**config.mk**
```make
export PLATFORM = sky130hd
export DESIGN_NAME = stdby_responder
export DESIGN_NICKNAME = d
export VERILOG_FILES = /design/src/rtl/stdby_responder.sv
export SDC_FILE = /design/constraint.sdc
export NUM_CORES = 1
export LEC_CHECK = 0
export ABC_CLOCK_PERIOD_IN_PS = 2700
export BUFFER_PORTS_ARGS = -buffer_cell sky130_fd_sc_hd__buf_4
export CORE_MARGIN = 10
export CORE_UTILIZATION = 42
export DETAILED_ROUTE_END_ITERATION = 7
export SYNTH_ARGS = -nofsm -noshare
export SYNTH_HDL_FRONTEND = slang
export SYNTH_SLANG_ARGS = --single-unit
```
**constraint.sdc**
```tcl
create_clock -name clk_osc -period 2.7 [get_ports clk_osc]
set_input_delay 0.54 -clock clk_osc [delete_from_list [all_inputs] [get_ports clk_osc]]
set_output_delay 0.54 -clock clk_osc [all_outputs]
set_load 0.05 [all_outputs]
```
**src/rtl/stdby_responder.sv**
```systemverilog
// Standby responder: quiesces downstream logic through a req/ack handshake, holds the
// PCU standby line for a minimum dwell and returns to RUN after a debounced wake.
module stdby_responder #(
  parameter int QUIESCE_TIMEOUT = 1024,
  parameter int MIN_STDBY       = 64,
  parameter int WAKE_DEBOUNCE   = 16,
  parameter int RESUME_WAIT     = 32
) (
  input  logic clk_osc,
  input  logic rst,
  input  logic i_stdby_req,
  input  logic i_wake_n,
  input  logic i_quiesce_ack,
  output logic o_quiesce_req,
  output logic o_stdby,
  output logic o_stdby_active,
  output logic o_wake_evt,
  output logic o_timeout_err
);

  localparam int QW = $clog2(QUIESCE_TIMEOUT) + 1;
  localparam int DW = $clog2(MIN_STDBY) + 1;
  localparam int BW = $clog2(WAKE_DEBOUNCE) + 1;
  localparam int RW = $clog2(RESUME_WAIT) + 1;

  localparam logic [QW-1:0] Q_LAST    = QW'(QUIESCE_TIMEOUT - 1);
  localparam logic [DW-1:0] DWELL_MAX = DW'(MIN_STDBY);
  localparam logic [BW-1:0] DEB_MAX   = BW'(WAKE_DEBOUNCE);
  localparam logic [RW-1:0] RES_LAST  = RW'(RESUME_WAIT - 1);

  typedef enum logic [2:0] {
    S_RUN,
    S_QUIESCE,
    S_ENTER,
    S_STDBY,
    S_WAKE,
    S_RESUME
  } state_t;

  state_t r_state;
  state_t w_next;

  logic r_wake_meta;
  logic r_wake_sync;
  logic r_ack_meta;
  logic r_ack_sync;

  logic [QW-1:0] r_q_cnt;
  logic [DW-1:0] r_dwell_cnt;
  logic [BW-1:0] r_deb_cnt;
  logic [RW-1:0] r_res_cnt;

  logic [QW-1:0] w_q_next;
  logic [DW-1:0] w_dwell_next;
  logic [BW-1:0] w_deb_next;
  logic [RW-1:0] w_res_next;
  logic [DW-1:0] w_dwell_inc;
  logic [BW-1:0] w_deb_inc;

  logic w_qreq_next;
  logic w_stdby_next;
  logic w_wake_evt_next;
  logic w_terr_next;

  // Idle wake pin reads high and an idle consumer reads not-acknowledged.
  always_ff @(posedge clk_osc or negedge rst) begin
    if (!rst) begin
      r_wake_meta <= 1'b1;
      r_wake_sync <= 1'b1;
      r_ack_meta  <= 1'b0;
      r_ack_sync  <= 1'b0;
    end else begin
      r_wake_meta <= i_wake_n;
      r_wake_sync <= r_wake_meta;
      r_ack_meta  <= i_quiesce_ack;
      r_ack_sync  <= r_ack_meta;
    end
  end

  assign w_dwell_inc = (r_dwell_cnt == DWELL_MAX) ? r_dwell_cnt : r_dwell_cnt + DW'(1);
  assign w_deb_inc   = r_wake_sync ? '0 :
                       ((r_deb_cnt == DEB_MAX) ? r_deb_cnt : r_deb_cnt + BW'(1));

  always_comb begin
    w_next       = r_state;
    w_q_next     = r_q_cnt;
    w_dwell_next = r_dwell_cnt;
    w_deb_next   = r_deb_cnt;
    w_res_next   = r_res_cnt;
    case (r_state)
      S_RUN: begin
        if (i_stdby_req) begin
          w_next   = S_QUIESCE;
          w_q_next = '0;
        end
      end
      S_QUIESCE: begin
        if (r_ack_sync) begin
          w_next = S_ENTER;
        end else if (r_q_cnt == Q_LAST) begin
          w_next = S_RUN;
        end else begin
          w_q_next = r_q_cnt + QW'(1);
        end
      end
      S_ENTER: begin
        w_next       = S_STDBY;
        w_dwell_next = '0;
        w_deb_next   = '0;
      end
      // Wake is judged on the updated counts, so a wake held through the dwell is
      // honoured on the very edge the dwell completes.
      S_STDBY: begin
        w_dwell_next = w_dwell_inc;
        w_deb_next   = w_deb_inc;
        if ((w_dwell_inc == DWELL_MAX) && (w_deb_inc == DEB_MAX)) begin
          w_next     = S_WAKE;
          w_res_next = '0;
        end
      end
      S_WAKE: begin
        if (r_res_cnt == RES_LAST) begin
          w_next = S_RESUME;
        end else begin
          w_res_next = r_res_cnt + RW'(1);
        end
      end
      S_RESUME: begin
        if (!r_ack_sync) begin
          w_next = S_RUN;
        end
      end
      default: begin
        w_next = S_RUN;
      end
    endcase
  end

  always_comb begin
    w_qreq_next     = (w_next == S_QUIESCE) || (w_next == S_ENTER) ||
                      (w_next == S_STDBY)   || (w_next == S_WAKE);
    w_stdby_next    = (w_next == S_STDBY);
    w_wake_evt_next = (r_state == S_STDBY) && (w_next == S_WAKE);
    w_terr_next     = (r_state == S_QUIESCE) && (w_next == S_RUN);
  end

  // Outputs are registered from the next state so they line up with the state change.
  always_ff @(posedge clk_osc or negedge rst) begin
    if (!rst) begin
      r_state        <= S_RUN;
      r_q_cnt        <= '0;
      r_dwell_cnt    <= '0;
      r_deb_cnt      <= '0;
      r_res_cnt      <= '0;
      o_quiesce_req  <= 1'b0;
      o_stdby        <= 1'b0;
      o_stdby_active <= 1'b0;
      o_wake_evt     <= 1'b0;
      o_timeout_err  <= 1'b0;
    end else begin
      r_state        <= w_next;
      r_q_cnt        <= w_q_next;
      r_dwell_cnt    <= w_dwell_next;
      r_deb_cnt      <= w_deb_next;
      r_res_cnt      <= w_res_next;
      o_quiesce_req  <= w_qreq_next;
      o_stdby        <= w_stdby_next;
      o_stdby_active <= w_stdby_next;
      o_wake_evt     <= w_wake_evt_next;
      o_timeout_err  <= w_terr_next;
    end
  end

endmodule

```
### After elaboration in Yosys (flattened, before gate mapping)

Cells that the tools add are included.

* bits in registers: 40
* bits of input ports: 5
* output and inout bits: 5
* logic and storage cells: 69

* $add $sub $neg: 4
* equal/unequal tests: 20
* muxes and demuxes: 19
* reductions and logical operators: 13

Operators with widths (number)
* 11-bit 2-to-1 mux: 3
* 11-bit one-hot mux with 2 select lines: 1
* 3-bit 2-to-1 mux: 6
* 3-bit one-hot mux with 6 select lines: 1
* 7-bit equality test, second input constant: 2
* 7-bit one-hot mux with 2 select lines: 1
* 3-bit by 2-bit equality test with 1-bit output, second input constant: 4
* 6-bit 2-to-1 mux: 2
* 6-bit one-hot mux with 2 select lines: 1
* 11-bit by 1-bit adder with 11-bit output, second input constant: 1
* 11-bit by 10-bit equality test with 1-bit output, second input constant: 1
* 5-bit equality test, second input constant: 2
* 5-bit 2-to-1 mux: 2
* 2-bit != test, second input constant: 5
* 5-bit one-hot mux with 2 select lines: 1
* 3-bit equality test, second input constant: 3
* 7-bit by 1-bit adder with 7-bit output, second input constant: 1
* 7-bit 2-to-1 mux: 1
* 6-bit by 1-bit adder with 6-bit output, second input constant: 1
* 3-bit by 1-bit equality test with 1-bit output, second input constant: 2
* 6-bit by 5-bit equality test with 1-bit output, second input constant: 1
* 3-bit logical NOT: 2
* 2-bit nonzero test: 3
* 5-bit by 1-bit adder with 5-bit output, second input constant: 1
* other kinds (4): 8

### Depth between registers and ports, before layout

Gate-level depths: netlist of the first run.

* depth in word-level cells: 11
* depth in mapped cells: 8
* gate-level depth less buffers: 7

### Worst setup path after synthesis of the first run

No wires, ideal clock.

* path kind: reg2reg
* start: register r_dwell_cnt[0]
* end: register r_state[0]
* arrival: 1.687 ns
* required time: 2.569 ns
* path slack: 0.881 ns
* stages on the path, launching flop included: 7
* path buffers: 0
* clock period less this slack: 1.819 ns
* cell sequence: dfrtp_1 inv_1 ha_1 a211oi_2 o221a_2 a31oi_2 or3_1

* word-level cells in the longest chain between the ends: 6
* elaborated cells between the ends (all ways): 7
* classes of those cells: add/sub (1); eq/ne (2); mux (3); reduce/logical (1)

RTL lines
* from (decl): line 49 `logic [DW-1:0] r_dwell_cnt;`
* from (signal assigned): line 163 `r_dwell_cnt <= w_dwell_next;`
* 7-bit by 1-bit adder with 7-bit output / 7-bit equality test (equally long branches): line 80 `assign w_dwell_inc = (r_dwell_cnt == DWELL_MAX) ? r_dwell_cnt : r_dwell_cnt + DW'(1);`
* 7-bit 2-to-1 mux *: line 80
* 7-bit equality test *: line 116 `if ((w_dwell_inc == DWELL_MAX) && (w_deb_inc == DEB_MAX)) begin`
* 1-bit logical AND *: line 116
* 3-bit 2-to-1 mux *: line 116
* 3-bit one-hot mux with 6 select lines *: line 90 `case (r_state)`
* net w_next[0]: line 41 `state_t w_next;`
* to (signal assigned): line 161 `r_state <= w_next;`
* to (decl): line 40 `state_t r_state;`

The timed path passes the listed nets; every way through them passes the cells marked *.
A chain may end at the register's enable or synchronous reset.

### Worst setup path in the final report of the first run

Ends and elaborated chain as after synthesis.

==> results of run 1 <==
[metal layers]
metal  vias up  GRT usage, %  part of all wire [%]
met5         -             0                     0
met2        30          15.9                    45
met3         6          2.74                   3.6
met1       773          13.4                    50
met4         0          3.08                   1.1
li1        817             -                     -
[per-stage QoR]
step / instance area [um^2] / setup WS [ns] / power, mW
2_1_floorplan: 2230 / 0.881 / 1.44
3_3_place_gp: 2310 / 0.768 / 1.56
3_5_place_dp: 2310 / 0.736 / 1.57
4_1_cts: 2420 / 0.702 / 2.05
5_1_grt: 2420 / 0.590 / 2.17
6_report: 2420 / 0.712 / 2.03
[flip-flops by register name, indices dropped and copies added, names as in the netlist, 3 cells and up]
name,flops
r_state,3
r_deb_cnt,5
r_res_cnt,6
r_q_cnt,11
r_dwell_cnt,7
[cell usage in the layout (no fill, tap or decap), drive strengths merged, types with 4 or more instances in the layout]
cell    instances
ha              6
inv            10
and3            5
nor2b           5
nor2           22
buf            10
clkbuf          6
o21ai          19
a21oi           4
xor2            4
mux2i           6
dfrtp          38
nor4            7
nand4           9
nand3           7
nor3            5
a31oi           4
xnor2           9
nand2          22
[path summary, 6_finish.rpt]
check                                     from        endpoint  slack (ns)  depth (start not counted)
worst max-delay path            r_dwell_cnt[0]      r_state[0]        0.71                          7
worst min-delay path                       rst  r_dwell_cnt[2]        0.21                          1
worst max register to register  r_dwell_cnt[0]      r_state[0]        0.71                          7
worst min register to register      r_ack_meta      r_ack_sync        0.35                          0
max in group asynchronous                  rst     r_wake_sync        2.11                          1
min in group clk_osc             i_quiesce_ack      r_ack_meta        0.35                          1
[cell families after synthesis]
logic type | Yosys count
adders and majority gates | 6
buffers and inverters | 20
muxes | 6
DFF | 40
xor gates and xnor gates | 13
AOI/OAI and AO/OA | 43
and+or+nand+nor | 97
[final cells by class]
class	count	area, um^2	share of cell area (%)
Clock buffer	6	72.6	3.00
Clock inverter	2	35.0	1.45
Inverter	10	37.5	1.55
Multi-Input combinational cell	165	1110	45.9
Sequential cell	40	1000	41.4
Tap cell	70	87.6	3.62
Timing Repair Buffer	10	75.1	3.10
[report_power, final]
group          switching (mW)  leakage (nW)  internal, mW
sequential              0.194         0.512         0.725
clock                   0.200        0.0552         0.274
combinational           0.375         0.486         0.265
[critical path, cell delays in order (launching register included)]
cell and delay, ns:
dfrtp_1 0.43, inv_1 0.14, ha_1 0.24, nor4b_4 0.14, a21o_1 0.20, o21ai_2 0.20, a31oi_2 0.14, or3_1 0.38
==> impl_metrics.json, run 1 <==
{
  "nNetsFinal": 243,
  "worst_clock_skew_ns": 0.00424,
  "synth_top_family_by_area": "simple AND/OR/NAND/NOR gates",
  "cp_data_arrival_time_ns": 2.16,
  "fin_util_pct": 47.1,
  "crit_fanout": 7,
  "async_reset_ff_share_pct": 100,
  "synth_common_cells": "dfrtp_1, nor2_1, nand2_1",
  "die_x_um": 92.9,
  "cts_tree": "done",
  "vias_per_cell": 5.37,
  "whs_ns": 0.215,
  "ctsRootBufferMaster": "clkbuf_8",
  "min_period_ns": 1.99,
  "ios": 10,
  "gr-total-overflow": 0,
  "setup.worst_path.class": "register to register",
  "totalWireLength_mm": 4.16,
  "yosysTopAreaCell": "dfrtp_1",
  "fp.dieH_um": 92.9,
  "muxShareOfSynthArea_pct": 2.69,
  "yosys.cell_types.count": 53,
  "postCtsSetupBuffers": 0,
  "syn_nets": 236,
  "tightest_slew_ns": 0.544,
  "core_um2": 5140,
  "synthFlopType": "dfrtp_1",
  "area_delta_synth_final_pct": 8.64,
  "hold_violations": 0,
  "yosysMostFrequentCell": "dfrtp_1",
  "status": "complete, no violations",
  "via_count": 1626,
  "synth-edff-count": 0,
  "holdBufCountCts": 0,
  "wire_per_inst_um": 13.7,
  "grt_usage_pct": 10.2,
  "hpwlAfterDp_mm": 2.96,
  "rsz0062_at_grt": "no",
  "avgSynthCellArea_um2": 9.91,
  "drtAntennaViolNets": 0,
  "drcViolationCount": 0,
  "rows": 26,
  "cts_buffer_depth": 2,
  "cts_resized": 0,
  "clk_latency_ns": 0.29,
  "cts_max_level": 2,
  "grt_max_degree": 41,
  "startpoint_type": "register",
  "synth-seq-cells": 40,
  "synth_top_area_share_pct": 42.6,
  "maxCapViolCount": 0,
  "antenna_cells": 0,
  "slew_viol_final": 0,
  "max_freq_mhz": 503,
  "cts_buffers": 5,
  "drtIter0Drc": 135,
  "place.gp.congestion": 0.857,
  "drtPass1Iterations": 4,
  "ys_seq_area_share_pct": 45.0,
  "power_density_nw_per_um2": 840,
  "synth-xor-area-share_pct": 5.11,
  "synth_compound_area_share_pct": 13.6,
  "design.die.area_um2": 8620,
  "synthesis.instances": 225,
  "fin_setup_tns_ns": 0,
  "initial_core_util_pct": 43.4,
  "min_period_over_period_pct": 73.6,
  "grt_pass1_wl_mm": 7.25,
  "synth-adder-area-share_pct": 3.37,
  "cts_sinks": 40,
  "antenna_found_initial": 0,
  "yosysWarnings": 0,
  "critPathCaptureType": "register",
  "vdd_ir_drop_max_mv": 0.378,
  "dp_cells": 295,
  "min_path_type": "input pin to asynchronous set/reset pin",
  "setup_viol": 0,
  "finalNonFillerCells": 303,
  "clk_pin_slew_ns": 0.07,
  "grt_pass1_vias": 1525,
  "slew_headroom_pct": 63.7,
  "fill_cells": 504,
  "p_leak_nw": 1.05,
  "critPathRequiredTime_ns": 2.87,
  "yosys-top-cells-area": "dfrtp_1, o21ai_0, nor2_1, nand2_1, xnor2_1",
  "drive_above_1_share_pct": 15.0,
  "synthSimpleGateAreaFrac_pct": 25.0,
  "io_buffers": 9,
  "syn-cell-area_um2": 2230
}
Note: power is estimated with default switching activity, not from simulation.
==> inputs of run 2 (changes only) <==
- ABC_CLOCK_PERIOD_IN_PS: 2700 -> 2029
- clock period: 2.7 -> 2.03 ns (I/O delays scaled with it)
==> run 2 against run 1 <==
Sequential cell count unchanged. Clock power increased by 17%. Power up 30%. Largest power group unchanged. Sequential power increased by 32%. Critical path depth fell by 1. Cell area grew 0.52%. Combinational power grew 37%. Largest cell class unchanged. First-iteration DRC count down 48%.
==> impl_metrics.json, run 2 (synthesis results as in run 1) <==
{
  "status": "complete, no violations",
  "critPathCaptureType": "register",
  "rr_endpoint": "r_state[0]",
  "cts_tree": "done",
  "reg2reg_depth": 6,
  "cp_num_buf_inv": 1,
  "place.gp.congestion": 0.846,
  "min_period_ns": 1.91,
  "cts_max_level": 2,
  "min_path_type": "input pin to asynchronous set/reset pin",
  "cts_sinks": 40,
  "largest_register_ff_count": 11,
  "clk_latency_ns": 0.29,
  "r2r_slack_ns": 0.12,
  "grt_usage_pct": 10.6,
  "rsz0062_at_grt": "no",
  "cpPeakStageDelay_ns": 0.46,
  "io_buffers": 9,
  "largestRegisters": "r_q_cnt x11, r_dwell_cnt x7, r_res_cnt x6",
  "ios": 10,
  "maxCapViolCount": 0,
  "postCtsSetupBuffers": 0,
  "cp_slowest_cell": "dfrtp_1",
  "fp.dieH_um": 92.9,
  "totalWireLength_mm": 4.30,
  "drtIter0Drc": 70,
  "p_total_mw": 2.65,
  "cts_resized": 0,
  "min_period_over_period_pct": 94.3,
  "cts_buffer_depth": 2,
  "fin_ws_ns": 0.116,
  "slew_viol_final": 0,
  "clk_pin_slew_ns": 0.08,
  "antenna_cells": 0,
  "drtPass1Iterations": 4,
  "design.die.area_um2": 8620,
  "cts_buffers": 5,
  "rows": 26,
  "setup_viol": 0,
  "fin_setup_tns_ns": 0,
  "core_um2": 5140,
  "initial_core_util_pct": 43.4,
  "grt_pass1_wl_mm": 7.61,
  "critPathRequiredTime_ns": 2.21,
  "vias_per_cell": 5.35,
  "grt_max_degree": 41,
  "whs_ns": 0.0758,
  "power_density_nw_per_um2": 1090,
  "slew_headroom_pct": 63.5,
  "via_count": 1636,
  "drive_above_1_share_pct": 16.5,
  "layout_commonest_cell": "dfrtp_1",
  "reg2reg_from": "r_deb_cnt[0]",
  "hold_violations": 0,
  "top_register": "r_q_cnt",
  "die_x_um": 92.9,
  "hpwlAfterDp_mm": 3.06,
  "cp_cell_sequence": "inv_1, ha_1, nand4bb_1, o31ai_2, a31oi_2, or3_1",
  "ctsRootBufferMaster": "clkbuf_8",
  "nNetsFinal": 246,
  "dp_cells": 298,
  "tightest_slew_ns": 0.548,
  "vdd_ir_drop_max_mv": 0.471,
  "cp_data_arrival_time_ns": 2.09,
  "setup.worst_path.class": "register to register",
  "wire_per_inst_um": 14.1,
  "crit_fanout": 7,
  "path_delay_family": "simple AND/OR/NAND/NOR gates",
  "drtAntennaViolNets": 0,
  "holdBufCountCts": 0,
  "post-place-ws_ns": 0.134,
  "finalNonFillerCells": 306,
  "grt_pass1_vias": 1637,
  "max_freq_mhz": 522,
  "area_delta_synth_final_pct": 9.20,
  "final_cell_mix": "dfrtp_1, nor2_1, nand2_1, o21ai_0, buf_4",
  "drcViolationCount": 0,
  "p_leak_nw": 1.06,
  "antenna_found_initial": 0,
  "worst_clock_skew_ns": 0.00965,
  "gr-total-overflow": 0,
  "startpoint_type": "register"
}
==> run 2: worst register-to-register path, cell delays in order (launching register included) <==
cell       delay (ns)
dfrtp_1          0.46
inv_1            0.09
ha_1             0.16
nand4bb_1        0.23
o31ai_2          0.34
a31oi_2          0.15
or3_1            0.38
==> run 2: metrics by stage <==
stage	area [um^2]	utilization, %
floorplan	2230	-
global placement	2340	45.5
detailed placement	2340	45.5
CTS	2430	47.4
global route	2430	47.4
finish	2430	47.4
==> run 2: layer usage <==
| metal | GRT usage [%] | part of all wire, % | vias to the layer above |
|---|---|---|---|
| li1 | - | - | 817 |
| met1 | 13.7 | 51 | 792 |
| met2 | 16.6 | 44 | 22 |
| met3 | 2.66 | 3.2 | 5 |
| met4 | 3.86 | 1.0 | 0 |
| met5 | 0 | 0 | - |
==> run 2: report_power, final <==
group	internal, mW	switching, mW	total (mW)	leakage [nW]
logic	0.368	0.510	0.878	0.500
clock network	0.275	0.282	0.557	0.0434
registers	0.964	0.246	1.21	0.512
==> run 2: final cells by class <==
| type | count | area (um^2) |
|---|---|---|
| Fill cell | 493 | 2710 |
| Multi-Input combinational cell | 165 | 1110 |
| Sequential cell | 40 | 1000 |
| Timing Repair Buffer | 13 | 97.6 |
| Tap cell | 70 | 87.6 |
| Clock buffer | 6 | 82.6 |
| Inverter | 10 | 37.5 |
| Clock inverter | 2 | 15.0 |
==> run 2: how the worst max path moves through the flow <==
stage,start,end,slack [ns],depth (start not counted)
finish,r_deb_cnt[0],r_state[0],0.12,6
global route,r_deb_cnt[0],r_state[2],0.002,6
CTS,r_deb_cnt[0],r_state[0],0.11,6
detailed placement,r_deb_cnt[0],r_state[0],0.13,6
global placement,r_deb_cnt[0],r_state[0],0.11,6
floorplan,r_dwell_cnt[0],r_state[0],0.21,6
